$ cat src/rtl/regfile_mp.sv
// Multi-port register file: NUM_READ read ports, two prioritised write
// ports, optional bypass, zero register, pending scoreboard, sweep clear.
module regfile_mp #(
  parameter int DATA_W   = 32,
  parameter int ADDR_W   = 5,
  parameter int NUM_READ = 2,
  parameter int ZERO_REG = 1,
  parameter int BYPASS   = 1
) (
  input  logic                       clk,
  input  logic                       rst_n,
  input  logic [NUM_READ*ADDR_W-1:0] rd_addr,
  output logic [NUM_READ*DATA_W-1:0] rd_data,
  output logic [NUM_READ-1:0]        rd_pend,
  input  logic                       we0,
  input  logic [ADDR_W-1:0]          wa0,
  input  logic [DATA_W-1:0]          wd0,
  input  logic                       we1,
  input  logic [ADDR_W-1:0]          wa1,
  input  logic [DATA_W-1:0]          wd1,
  input  logic                       set_pend,
  input  logic [ADDR_W-1:0]          set_addr,
  input  logic                       clear_req,
  output logic                       init_done
);

  localparam int DEPTH = 2**ADDR_W;
  localparam logic [ADDR_W-1:0] LAST = ADDR_W'(DEPTH-1);

  typedef enum logic {
    CLEAR,
    READY
  } state_t;

  state_t              state;
  state_t              state_n;
  logic [ADDR_W-1:0]   ptr;
  logic [ADDR_W-1:0]   ptr_n;
  logic [DEPTH-1:0]    pend;
  logic [DEPTH-1:0]    pend_n;
  logic [DATA_W-1:0]   mem [DEPTH];

  logic ready;
  logic wr_ok;
  logic w0;
  logic w1;

  assign ready     = (state == READY);
  assign init_done = ready;

  // A clear request drops any write or issue in the same cycle
  assign wr_ok = ready && !clear_req;
  assign w0    = wr_ok && we0 &&
                 !((ZERO_REG != 0) && (wa0 == '0));
  assign w1    = wr_ok && we1 &&
                 !((ZERO_REG != 0) && (wa1 == '0));

  always_ff @(posedge clk or negedge rst_n) begin
    if (!rst_n) begin
      state <= CLEAR;
      ptr   <= '0;
      pend  <= '0;
    end else begin
      state <= state_n;
      ptr   <= ptr_n;
      pend  <= pend_n;
    end
  end

  always_comb begin
    state_n = state;
    ptr_n   = ptr;
    unique case (state)
      CLEAR: begin
        ptr_n = ptr + ADDR_W'(1);
        if (ptr == LAST) begin
          state_n = READY;
          ptr_n   = '0;
        end
      end
      READY: begin
        if (clear_req) begin
          state_n = CLEAR;
          ptr_n   = '0;
        end
      end
      default: begin
        state_n = CLEAR;
        ptr_n   = '0;
      end
    endcase
  end

  // Set after clear: a newly issued producer supersedes a retiring one
  always_comb begin
    pend_n = pend;
    if (!wr_ok) begin
      pend_n = '0;
    end else begin
      if (w0)       pend_n[wa0]      = 1'b0;
      if (w1)       pend_n[wa1]      = 1'b0;
      if (set_pend) pend_n[set_addr] = 1'b1;
    end
    if (ZERO_REG != 0) pend_n[0] = 1'b0;
  end

  always_ff @(posedge clk) begin
    if (!ready) begin
      mem[ptr] <= '0;
    end else begin
      if (w0) mem[wa0] <= wd0;
      if (w1) mem[wa1] <= wd1;
    end
  end

  for (genvar k = 0; k < NUM_READ; k++) begin : g_rd
    logic [ADDR_W-1:0] ra;
    logic [DATA_W-1:0] rv;

    assign ra = rd_addr[k*ADDR_W +: ADDR_W];

    always_comb begin
      rv = mem[ra];
      if (BYPASS != 0) begin
        if (w0 && (wa0 == ra)) rv = wd0;
        if (w1 && (wa1 == ra)) rv = wd1;
      end
      if (!ready || ((ZERO_REG != 0) && (ra == '0))) rv = '0;
    end

    assign rd_data[k*DATA_W +: DATA_W] = rv;
    assign rd_pend[k] = ready && pend[ra];
  end

endmodule

$ cat config.mk
export PLATFORM = sky130hd
export DESIGN_NAME = regfile_mp
export DESIGN_NICKNAME = d
export VERILOG_FILES = /design/src/rtl/regfile_mp.sv
export SDC_FILE = /design/constraint.sdc
export NUM_CORES = 2
export LEC_CHECK = 0
export CORE_MARGIN = 1
export CORE_UTILIZATION = 50
export CTS_BUF_LIST = sky130_fd_sc_hd__clkbuf_8 sky130_fd_sc_hd__clkbuf_16
export DETAILED_ROUTE_END_ITERATION = 16
export GPL_ROUTABILITY_DRIVEN = 0
export PLACE_DENSITY = 0.67
export SETUP_SLACK_MARGIN = 0.5
export SLEW_MARGIN = 5
export SYNTH_ARGS = -nofsm -noshare
export SYNTH_HDL_FRONTEND = slang
export SYNTH_SLANG_ARGS = --single-unit
$ cat constraint.sdc
create_clock -name clk -period 5.5 [get_ports clk]
set_clock_uncertainty 0.15 [all_clocks]
set_input_delay 1.1 -clock clk [delete_from_list [all_inputs] [get_ports clk]]
set_output_delay 1.1 -clock clk [all_outputs]
set_load 0.02 [all_outputs]
* After elaboration in Yosys (flattened, before gate mapping) *
Memories as Yosys holds them, arrays and structs flattened.
Index checks and enable logic that the tools add are counted.

operators by class
  add/subtract/negate cells = 1
  $lt $le $gt $ge = 8
  equality and inequality tests = 6
  multiplexer cells = 38
  bitwise gates (word level) = 6
  reductions and logical operators = 25

operators by type and width
  kind                                                                count
  two-way mux 32 bit                                                  13
  bitwise AND 32 bit                                                  2
  inverter 32 bit                                                     2
  bitwise OR 32 bit                                                   1
  OR reduction 32 bit                                                 1
  less-than comparator 5 x 6 -> 1 bit (second input constant)         5
  == test 5 bit                                                       4
  zero test 5 bit                                                     4
  demux 1 bit (select 5 bit)                                          3
  greater-or-equal comparator 5 x 1 -> 1 bit (second input constant)  3
  two-way mux 1 bit                                                   15
  two-way mux 5 bit                                                   3
  logical AND 1 bit                                                   14
  binary-select mux 1 bit (select 5 bit)                              2
  one-hot mux 5 bit (2 select lines)                                  1
  adder 5 x 1 -> 5 bit (second input constant)                        1
  == test 5 bit (second input constant)                               1
  zero test 1 bit                                                     4
  logical OR 1 bit                                                    2
  != test 2 bit (second input constant)                               1
  one-hot mux 1 bit (2 select lines)                                  1
  inverter 1 bit                                                      1

word-level totals
  register bits = 37
  memory bits (writable) = 1,024
  bits of input ports = 95
  output and inout bits = 67
  logic and storage cells = 88
  memories = 1

memories
  memory  depth  width  rd ports  clocked after memory_dff  write ports  line  source
  mem     32     32     2         0                         2            41    logic [DATA_W-1:0] mem [DEPTH];

* Depth between registers and ports, before layout *
  depth in word-level cells = 14
  gate-level depth with buffers = 10
  mapped depth without buffers = 6

* Least setup slack after synthesis *
OpenSTA, ideal clock, no wires.

  path kind = input-to-reg
  start point = input wa0[2]
  end point = memory mem[10][0], enable pin
  setup time = 0.466 ns
  arrival time = 4.701 ns
  setup slack = 0.184 ns
  stages on the path = 8
  path buffers = 3
  cells stage by stage = buf_2 -> nor3_2 -> a21oi_1 -> buf_2 -> buf_1 -> nor4b_1 -> a21oi_1 -> o21ai_0

RTL lines
  element             line  source
  start: declaration  16    input logic [ADDR_W-1:0] wa0,
  end: declaration    41

* Final worst setup path *
  start point = input rd_addr[3]
  end point = output rd_data[3]

on the way
  word-level cells in the longest chain between the ends = 5
  elaborated cells on any way between the ends = 10
  those cells by class = eq/ne: 2; mux: 3; reduce/logical: 4; memory: 1

RTL lines
  element                                                                            line  source
  start: declaration                                                                 12    input logic [NUM_READ*ADDR_W-1:0] rd_addr,
  parallel branches: the longest is 4 deep, another holds memory read (32 x 32 bit)  --
  two-way mux 32 bit *                                                               128   if (!ready || ((ZERO_REG != 0) && (ra == '0))) rv = '0;
  end: declaration                                                                   13    output logic [NUM_READ*DATA_W-1:0] rd_data,

Mark *: on every way between the ends.

==> key figures <==
Run status
  • Status: completed

Cells and area
  • Nets@finish: 5834
  • FF/Latch Area: ~32000 sq um
  • Layout fillers: 9833
  • Fin area: 72700 sq um
  • Footprint of the multi-input gates: 28800 sq um
  • Final Non-Filler Cells: between 7000 and 8000
  • Area Growth Syn to Fin: 16.7%
  • Share of cells above drive strength 1: between 10% and 20%

Drt
  • Via density: slightly below 7
  • Detailed Routing Iterations Pass 1: 7
  • WL final: 243000 um
  • DR vias: 51846
  • Residual DRC: 0
  • DRT iter0 DRCs: roughly 8400
  • Average wire per standard cell: 32.5 um
  • Final antenna-violating net count: 0

Power and ir drop
  • Combinational share of power: 20.0%
  • Sw Pwr: 0.00657 W
  • Peak VDD IR: around 0.26 mV
  • Register share of total power: between 40% and 50%
  • Leak Pwr: about 26 nW
  • Clk pwr share: between 30% and 40%
  • Internal power: 0.0155 W
  • Total power: 0.0221 W
  • Cell Pwr Density: around 300 nW/um^2
  • Switching part of the total: 29.8%

Placement
  • Buffers added on ports: ~160
  • Pre-CTS setup slack: -0.0184 ns
  • Cells after DPL: ~7200
  • Placed Area: 68100 sq um
  • Post-DP HPWL: 146000 um

Clock tree
  • CTS Sinks: approximately 1100
  • Worst-Skew Late Latency: 0.74 ns
  • TritonCTS Buffers: 112
  • Hold buffer count at cts: 0
  • Clock root cell: clkbuf_16
  • Max Buffers Root-to-Sink: 3
  • Clock Pin Slew Worst Setup and Hold Paths: 0.06 ns
  • CTS tree: built
  • CTS HTree Levels: 3

Die
  • Die H: 355 um
  • Core area: 124000 sq um
  • Starting Density: 50.4%
  • I/O Pins: 162
  • Die width: around 360 um
  • Total Die Area: 126000 sq um
  • # rows: approximately 130

Logic synthesis
  • Synth Net Count: 5801
  • Cells after Synth: 5704
  • Avg Cell Area, Syn: about 11 sq um
  • Ys async rst share: 3.49%
  • #FFs+latches synth: 1061
  • Count of cell types in the netlist: 64
  • Seq/Total Area, Yosys: between 50% and 60%
  • YS warnings: 0
  • Post-synth EDFFs: around 1000
  • Top_reg_cell synth: edfxtp_1
  • Area of the mapped netlist: 62300 sq um

GRT
  • Number of global-route vias before repair: 49552
  • Gr ovfl total: 0
  • Pin count of the biggest net entering global routing: 66
  • Initial antenna violation count: 5
  • Total track usage: 38.1%
  • First-pass GRT wire length: 346000 um

Worst setup path
  • Flop2flop setup slack: roughly 1.2 ns
  • Crit-path most repeated cell: buf_12
  • Buf/Inv on CP: 5
  • Worst path slowest cell: clkdlybuf4s50_1
  • CP delay by family, top: buffers and inverters
  • Delay of the slowest cell on the worst path: 0.56 ns
  • Crit path required time: between 4 and 5 ns
  • Critical path type: input port to primary output
  • Crit end category: primary output
  • Element type at the critical path start: input port
  • Max FO, Critical Path: 17
  • CP arrival: about 3.8 ns
  • Cell Chain, Critical Path: dlygate4sd2_1, buf_12, nand4b_1, buf_12, bufbuf_16, o22ai_1, nor4_2, nand3_1, a32o_1, clkdlybuf4s50_1

Timing
  • Measured slew at the worst slew-check pin: 1.23 ns
  • Fmax: 197 MHz
  • Hold Vio Cnt, Final: 0
  • Period utilisation layout: 92.3%
  • Slew HR: 18.0%
  • Final setup viols: 0
  • Setup slack after layout: 0.425 ns
  • RSZ-0062 raised after global routing: true
  • Final hold slack: 0.309 ns
  • Post-route minimum period: roughly 5 ns
  • Final Max Tran Viols: 0

Min path
  • Hold crit path type: input port to async pin

Flow run
  • Max-cap check violation count: 0
==> what timing repair did <==
| action | CTS | global route |
|---|---|---|
| resized for setup | 172 | 46 |
| buffers inserted | 26 | 20 |
| pin swaps | 14 | 8 |
| gates cloned | 9 | 1 |
| setup endpoints to repair | 65 | 49 |
==> final timing paths <==
path / end / from / cells past startpoint
worst max register to register: mem[0][2]$_DFFE_PP_ / init_done$_DFF_PN0_ / 8
max in group asynchronous: pend[12]$_DFF_PN0_ / rst_n / 1
worst min register to register: pend[21]$_DFF_PN0_ / pend[21]$_DFF_PN0_ / 2
min in group clk: pend[21]$_DFF_PN0_ / pend[21]$_DFF_PN0_ / 2
worst max-delay path: rd_data[3] / rd_addr[3] / 10
worst min-delay path: ptr[4]$_DFFE_PN0P_ / rst_n / 1
==> power by group through the flow <==
stage | Sequential, W | Clock [W] | Combinational, W
after floorplan | 0.0101 | 0 | 0.00219
after global placement | 0.0101 | 0 | 0.00413
after global routing | 0.0101 | 0.00790 | 0.00449
final | 0.0100 | 0.00762 | 0.00442
after detailed placement | 0.0102 | 0 | 0.00416
after CTS | 0.0100 | 0.00759 | 0.00425
==> through the flow <==
step | util [%] | TNS (ns)
CTS | 58.7 | 0
floorplan | - | 0
detailed placement | 55.1 | -0.0339
global route | 58.8 | 0
finish | 58.8 | 0
global placement | 55.1 | -0.0541
==> flip-flops by register name (all words and copies together) (netlist names) <==
register,count
pend,31
init_done,1
ptr,5
mem,1024
==> layout by cell type (no fill, tap or decap), types with 31 or more instances in the layout <==
cell	netlist	layout
a32o_1	32	31
buf_12	0	105
buf_4	10	327
clkbuf_16	0	113
clkdlybuf4s50_1	0	90
dfrtp_1	37	37
dlygate4sd2_1	0	31
edfxtp_1	1024	1024
inv_1	38	52
mux2i_1	631	629
mux4_2	279	279
nand2_1	1092	1092
nand3_1	50	48
nor2_1	132	112
o21a_1	31	31
o21ai_0	938	912
o21ai_1	84	84
o22a_1	33	33
o22ai_1	253	251
or2_2	32	34
or4_4	0	39
==> cells by family (layout without fill, tap and decap cells) <==
kind of cell               after synthesis  after routing  share of synthesized area, %
and+or+nand+nor                       1504           1504                          10.4
AOI/OAI and AO/OA                     1476           1476                          13.4
DFF                                   1061           1061                          50.8
muxes                                  911            911                          20.2
buffers and inverters                  728            857                          4.81
xor gates and xnor gates                22             22                         0.309
adders and majority gates                2              2                        0.0401
other                                    0              5                             0
==> layer usage <==
layer / track usage, % / share of wire (%)
met5: 0 / 0.0090
met4: 26.1 / 8.0
met2: 55.7 / 43
met3: 10.7 / 15
met1: 49.3 / 35
==> synth_stat cells (31+ instances only) <==
cell / number / area (sq um)
o21ai_0: 938 / 4690
or2_2: 32 / 200
or4_1: 62 / 465
a22o_1: 31 / 272
a32o_1: 32 / 320
o21a_1: 31 / 233
buf_1: 42 / 158
nor4_1: 34 / 213
mux2i_1: 631 / 6320
o22ai_1: 253 / 1580
o21ai_1: 84 / 420
edfxtp_1: 1024 / 30700
inv_1: 38 / 143
buf_2: 100 / 500
mux4_2: 279 / 6280
nand2_1: 1092 / 4100
dfrtp_1: 37 / 926
o22a_1: 33 / 289
nand3_1: 50 / 250
clkbuf_1: 524 / 1970
nor2_1: 132 / 495
==> final cells by class <==
type                       count  area share (%)
tap                         1637            2.82
antenna                        5          0.0172
clock inverter                98            1.10
multi-input combinational   3915            39.6
clock buffer                 112            3.85
inverter                      38           0.196
sequential                  1061            43.5
timing repair buffer         609            8.91
Note: power is estimated with default switching activity, not from simulation.
